**src/rtl/line_presence_tracker.sv**
```systemverilog
// Multi-line I-cache presence tracker: per-line free/pending/valid state with
// same-cycle "here" / "will be here" lookup, line allocation, fill completion and flush.

package mmm_pkg;
  parameter int XLEN          = 32;
  parameter int ICACHE_OFFSET = 4;
endpackage

module line_presence_tracker #(
  parameter int XLEN   = mmm_pkg::XLEN,
  parameter int OFFSET = mmm_pkg::ICACHE_OFFSET,
  parameter int NLINES = 4,
  localparam int IW    = $clog2(NLINES)
) (
  input  logic            clk_i,
  input  logic            rst_ni,
  input  logic [XLEN-1:0] pc_i,
  output logic            here_o,
  output logic            will_be_here_o,
  output logic [IW-1:0]   hit_idx_o,
  input  logic            req_valid_i,
  input  logic [XLEN-1:0] req_addr_i,
  output logic            req_ready_o,
  output logic            req_alloc_o,
  output logic [IW-1:0]   alloc_idx_o,
  input  logic            fill_valid_i,
  input  logic [IW-1:0]   fill_idx_i,
  input  logic            flush_i,
  output logic [IW:0]     pending_cnt_o,
  output logic            err_o
);

  localparam int TW = XLEN - OFFSET;

  logic [TW-1:0]     tag_q [NLINES];
  logic [TW-1:0]     tag_d [NLINES];
  logic [NLINES-1:0] valid_q, valid_d;
  logic [NLINES-1:0] pending_q, pending_d;
  logic [NLINES-1:0] stale_q, stale_d;
  logic [IW-1:0]     rr_ptr_q, rr_ptr_d;
  logic              err_q, err_d;
  logic [IW:0]       cnt_q, cnt_d;

  logic [TW-1:0] pc_tag, req_tag;
  logic          will_any;
  logic          dup_hit;
  logic [IW-1:0] dup_idx;
  logic          victim_found;
  logic [IW-1:0] victim_idx, scan_idx;
  logic          unused_offset_bits;

  assign pc_tag  = pc_i[XLEN-1:OFFSET];
  assign req_tag = req_addr_i[XLEN-1:OFFSET];
  assign unused_offset_bits = ^{pc_i[OFFSET-1:0], req_addr_i[OFFSET-1:0]};

  // A stale pending line may share its tag with a newer live line, so only
  // valid or non-stale pending lines are allowed to match.
  always_comb begin
    here_o    = 1'b0;
    will_any  = 1'b0;
    hit_idx_o = '0;
    for (int i = 0; i < NLINES; i++) begin
      if (tag_q[i] == pc_tag) begin
        if (valid_q[i]) begin
          here_o    = 1'b1;
          hit_idx_o = IW'(i);
        end else if (pending_q[i] && !stale_q[i]) begin
          will_any  = 1'b1;
          hit_idx_o = IW'(i);
        end
      end
    end
    will_be_here_o = will_any & ~here_o;
  end

  always_comb begin
    dup_hit = 1'b0;
    dup_idx = '0;
    for (int i = 0; i < NLINES; i++) begin
      if ((tag_q[i] == req_tag) && (valid_q[i] || (pending_q[i] && !stale_q[i]))) begin
        dup_hit = 1'b1;
        dup_idx = IW'(i);
      end
    end
  end

  // Round-robin victim search; the index wraps naturally because NLINES is a power of two.
  always_comb begin
    victim_found = 1'b0;
    victim_idx   = rr_ptr_q;
    scan_idx     = rr_ptr_q;
    for (int k = 0; k < NLINES; k++) begin
      scan_idx = rr_ptr_q + IW'(k);
      if (!victim_found && !pending_q[scan_idx]) begin
        victim_found = 1'b1;
        victim_idx   = scan_idx;
      end
    end
  end

  assign req_ready_o   = ~flush_i & ~(&pending_q);
  assign req_alloc_o   = req_valid_i & req_ready_o & ~dup_hit;
  assign alloc_idx_o   = dup_hit ? dup_idx : victim_idx;
  assign pending_cnt_o = cnt_q;
  assign err_o         = err_q;

  always_comb begin
    tag_d     = tag_q;
    valid_d   = valid_q;
    pending_d = pending_q;
    stale_d   = stale_q;
    rr_ptr_d  = rr_ptr_q;
    err_d     = err_q;

    if (flush_i) begin
      valid_d = '0;
      stale_d = stale_q | pending_q;
    end

    // A fill retires the line; flushed or stale data is dropped rather than made valid.
    if (fill_valid_i) begin
      if (pending_q[fill_idx_i]) begin
        pending_d[fill_idx_i] = 1'b0;
        valid_d[fill_idx_i]   = ~stale_q[fill_idx_i] & ~flush_i;
        stale_d[fill_idx_i]   = 1'b0;
      end else begin
        err_d = 1'b1;
      end
    end

    // The victim is never the line being filled: that line is pending pre-edge.
    if (req_alloc_o) begin
      tag_d[victim_idx]     = req_tag;
      pending_d[victim_idx] = 1'b1;
      valid_d[victim_idx]   = 1'b0;
      stale_d[victim_idx]   = 1'b0;
      rr_ptr_d              = victim_idx + IW'(1);
    end

    cnt_d = '0;
    for (int i = 0; i < NLINES; i++) begin
      cnt_d = cnt_d + {{IW{1'b0}}, pending_d[i]};
    end
  end

  // NOTE: state uses non-blocking assignments so every register samples pre-edge values.
  always_ff @(posedge clk_i or negedge rst_ni) begin
    if (!rst_ni) begin
      for (int i = 0; i < NLINES; i++) begin
        tag_q[i] <= '0;
      end
      valid_q   <= '0;
      pending_q <= '0;
      stale_q   <= '0;
      rr_ptr_q  <= '0;
      err_q     <= 1'b0;
      cnt_q     <= '0;
    end else begin
      tag_q     <= tag_d;
      valid_q   <= valid_d;
      pending_q <= pending_d;
      stale_q   <= stale_d;
      rr_ptr_q  <= rr_ptr_d;
      err_q     <= err_d;
      cnt_q     <= cnt_d;
    end
  end

endmodule

```
**config.mk**
```make
export PLATFORM = sky130hd
export DESIGN_NAME = line_presence_tracker
export DESIGN_NICKNAME = d
export VERILOG_FILES = /design/src/rtl/line_presence_tracker.sv
export SDC_FILE = /design/constraint.sdc
export NUM_CORES = 1
export LEC_CHECK = 0
export CAP_MARGIN = 10
export CORE_ASPECT_RATIO = 1.2
export CORE_MARGIN = 8
export CORE_UTILIZATION = 58
export CTS_CLUSTER_SIZE = 20
export DETAILED_ROUTE_END_ITERATION = 8
export GPL_ROUTABILITY_DRIVEN = 0
export PLACE_DENSITY = 0.84
export SYNTH_ARGS = -nofsm -noshare
export SYNTH_HDL_FRONTEND = slang
export SYNTH_SLANG_ARGS = --single-unit
export TNS_END_PERCENT = 5
```
**constraint.sdc**
```tcl
create_clock -name clk_i -period 3.9 [get_ports clk_i]
set_input_delay 0.78 -clock clk_i [delete_from_list [all_inputs] [get_ports clk_i]]
set_output_delay 0.78 -clock clk_i [all_outputs]
set_load 0.01 [all_outputs]
```
==> run metrics <==
status=complete, but fails checks; violations in the final reports=negative setup slack; synthesized instance count=slightly above 700; Unique masters post-synth=42; area delta synth->final=24.53%; Rows=48; pin count of the biggest net entering global routing=67; maximum vdd drop=just under 0.0006 V; Ports=a little over 80; Avg WL per Cell=~27 um; via count=approximately 6600; Worst Path Arrival=3.23 ns; Critical Path Max Stage Delay=0.49 ns; worst-path fanout max=4; Critical Path RT=~3.1 ns; DRC marker count from the first detailed-route iteration=~650; Die Y=about 150 um; commonest cells in the netlist=xnor2_1, dfrtp_1, mux2_4; most used flip-flop cell after synthesis=dfrtp_1; Initial Util=about three fifths; core area=14350 um^2; Post-synth EDFFs=0; Yosys warning count=0; CTS Buffer Depth=2; initial antenna violation count=0; fin area=around 11000 um^2; MaxCap Viol Count=0; # hold bufs at CTS=0; Final Hold Fails=0; Leak=4.790 nW; Num CTS Buffers=17; Syn Area/Cell=around 12 um^2; drt pass-1 iters=5; Horiz. Die Dim=between 100 and 150 um; NumNets Final=slightly above 900; FFs w/ async S/R, synth=between 90% and 100%; crit path kind=in2out; max-slew violations=0; most numerous cell in the Yosys netlist=xnor2_1; top-area cell type share of the netlist area=38.28%; multi-input logic area=5002 um^2; Slew @ Worst Pin=between 0.8 and 0.9 ns; clk slew on worst S/H paths=about 0.06 ns; grt total ovfl=0; ant diodes=0; Storage cell area=around 3300 um^2; Total Routed Length=around 28000 um; part of the cycle the worst path needs=102.9%; PD cells=~810 nW/um^2; Setup WS post-layout=-0.1134 ns; IO Port Bufs=74; Worst Setup Start Kind=primary input; crit path time final=4.013 ns; sequential area share after synthesis=a little under two fifths; Placed Area=about 9800 um^2; Final Util=73.73%; root buffer cell=clkbuf_16; via/cell ratio=between 6 and 7; total power=between 8 and 9 mW; Final ANT Viol Nets=0; FMAX=between 200 and 250 MHz; post-synthesis register bit count=130; die area=18800 um^2; Fill cells=approximately 860; total track usage=29.81%; slowest CP cell=clkdlybuf4s50_1; first-pass GRT wire length=roughly 42000 um; RSZ-0062 raised after global routing=true; Max-slew headroom=about two fifths; area leader, netlist=dfrtp_1; largest cells by area after synthesis=dfrtp_1, mux2_4, xnor2_1; CTS tree=built; Max Clock Skew=about 0.0087 ns; clk sink count=130; Mapped Nets=786; CP Cell Sequence=clkdlybuf4s50_1 -> buf_4 -> xnor2_1 -> nand4_1 -> nor4_2 -> buf_4 -> a221oi_2 -> nand2_1 -> inv_1 -> clkdlybuf4s50_1; mapped cell area=roughly 8500 um^2; H-tree depth=4; number of global-route vias before repair=about 7000; # DRC=0; final setup fails=3; share of cells above drive strength 1=31.92%; Detail Placement HPWL=18570 um; worst-skew pair later-pin latency=0.44 ns; Tightest Hold Check Type=in2async; CP Capture Type=output pin
## state kept, by name, indices dropped and copies added (netlist names)
signal and count:
tag_q 112, pending_q 4, stale_q 4, valid_q 4
pending_cnt_o 3, rr_ptr_q 2, err_o 1
## routing by layer
metal | share of wire, % | vias to the layer above | global-route usage (%) | wire length (um)
li1 | - | 2696 | - | -
met1 | 37 | 3290 | 33.37 | 10280
met2 | 48 | 420 | 47.79 | 13320
met3 | 8.3 | 147 | 9.312 | 2325
met4 | 7.4 | 0 | 20.61 | 2084
met5 | 0 | - | 0 | 0
## cells by family (layout without fill, tap and decap cells)
logic type	after synthesis	in the layout	synth area share (%)
xor gates and xnor gates	224	224	23.09
and+or+nand+nor	132	132	8.922
DFF	130	130	38.28
muxes	116	116	20.41
buffers and inverters	62	206	5.124
AOI/OAI and AO/OA	37	37	3.062
adders and majority gates	7	7	1.119
## worst paths after layout
| kind | start | endpoint | slack (ns) | cells past startpoint |
|---|---|---|---|---|
| hold / removal | rst_ni | tag_q[68]$_DFFE_PN0P_ | 0.45 | 1 |
| min in group clk_i | err_o$_DFFE_PN0P_ | err_o$_DFFE_PN0P_ | 0.50 | 1 |
| max in group asynchronous | rst_ni | tag_q[64]$_DFFE_PN0P_ | 2.56 | 2 |
| setup reg to reg | tag_q[24]$_DFFE_PN0P_ | pending_cnt_o[1]$_DFF_PN0_ | 0.70 | 11 |
| setup / recovery | req_addr_i[27] | req_alloc_o | -0.11 | 10 |
| hold reg to reg | err_o$_DFFE_PN0P_ | err_o$_DFFE_PN0P_ | 0.50 | 1 |
## timing repair
action,in CTS,in global routing
pin swaps,4,10
gates resized for setup,30,26
setup endpoints to repair,7,6
cloned,0,0
buffers inserted,2,1
endpoints found under the hold margin,0,0
## placed cells by master (no fill, tap or decap), drive strengths merged, types with 2 or more instances in the layout
cell             n
xnor2          172
dfrtp          130
mux2           114
buf             93
xor2            52
clkdlybuf4s50   48
nand4           39
nor4            26
nand2           20
clkbuf          17
nor2            15
dlygate4sd2     13
inv             12
dlymetal6s2s    11
nand3           11
a21oi           10
o21ai            7
nor2b            6
ha               6
clkinv           6
o2111ai          4
and3b            4
and2             4
o22ai            4
clkinvlp         3
bufinv           3
mux4             2
a2bb2oi          2
nor3b            2
nand2b           2
## worst max-delay path: cells and delay by family
kind,cells,cell delay [ns]
AOI/OAI and AO/OA,1,0.08
and+or+nand+nor,3,0.66
xor gates and xnor gates,1,0.32
buffers and inverters,5,1.39
## stage by stage
step                hold slack [ns]  worst slack, ns  TNS (ns)  instances
detailed placement           0.4878          -0.3806    -1.649        992
global placement             0.4639          -0.4237    -1.458        992
finish                       0.4474          -0.1134   -0.1473       1027
floorplan                    0.4844           0.6779         0        708
global route                 0.5053          -0.1533   -0.2977       1027
CTS                          0.4854          -0.2252   -0.3245       1026
## layout make-up
cell class | instances | area share [%]
Sequential cell | 130 | 30.74
Inverter | 9 | 0.3192
Timing Repair Buffer | 165 | 13.84
Clock buffer | 17 | 4.020
Tap cell | 175 | 2.069
Multi-Input combinational cell | 516 | 47.27
Clock inverter | 15 | 1.738
## report_power, final
part / switching, mW / internal, mW / total, mW
clock network: 0.679 / 1.01 / 1.69
logic: 1.74 / 2.17 / 3.91
registers: 0.934 / 2.02 / 2.95
total: 3.35 / 5.20 / 8.55
(Power assumes the default switching activity.)
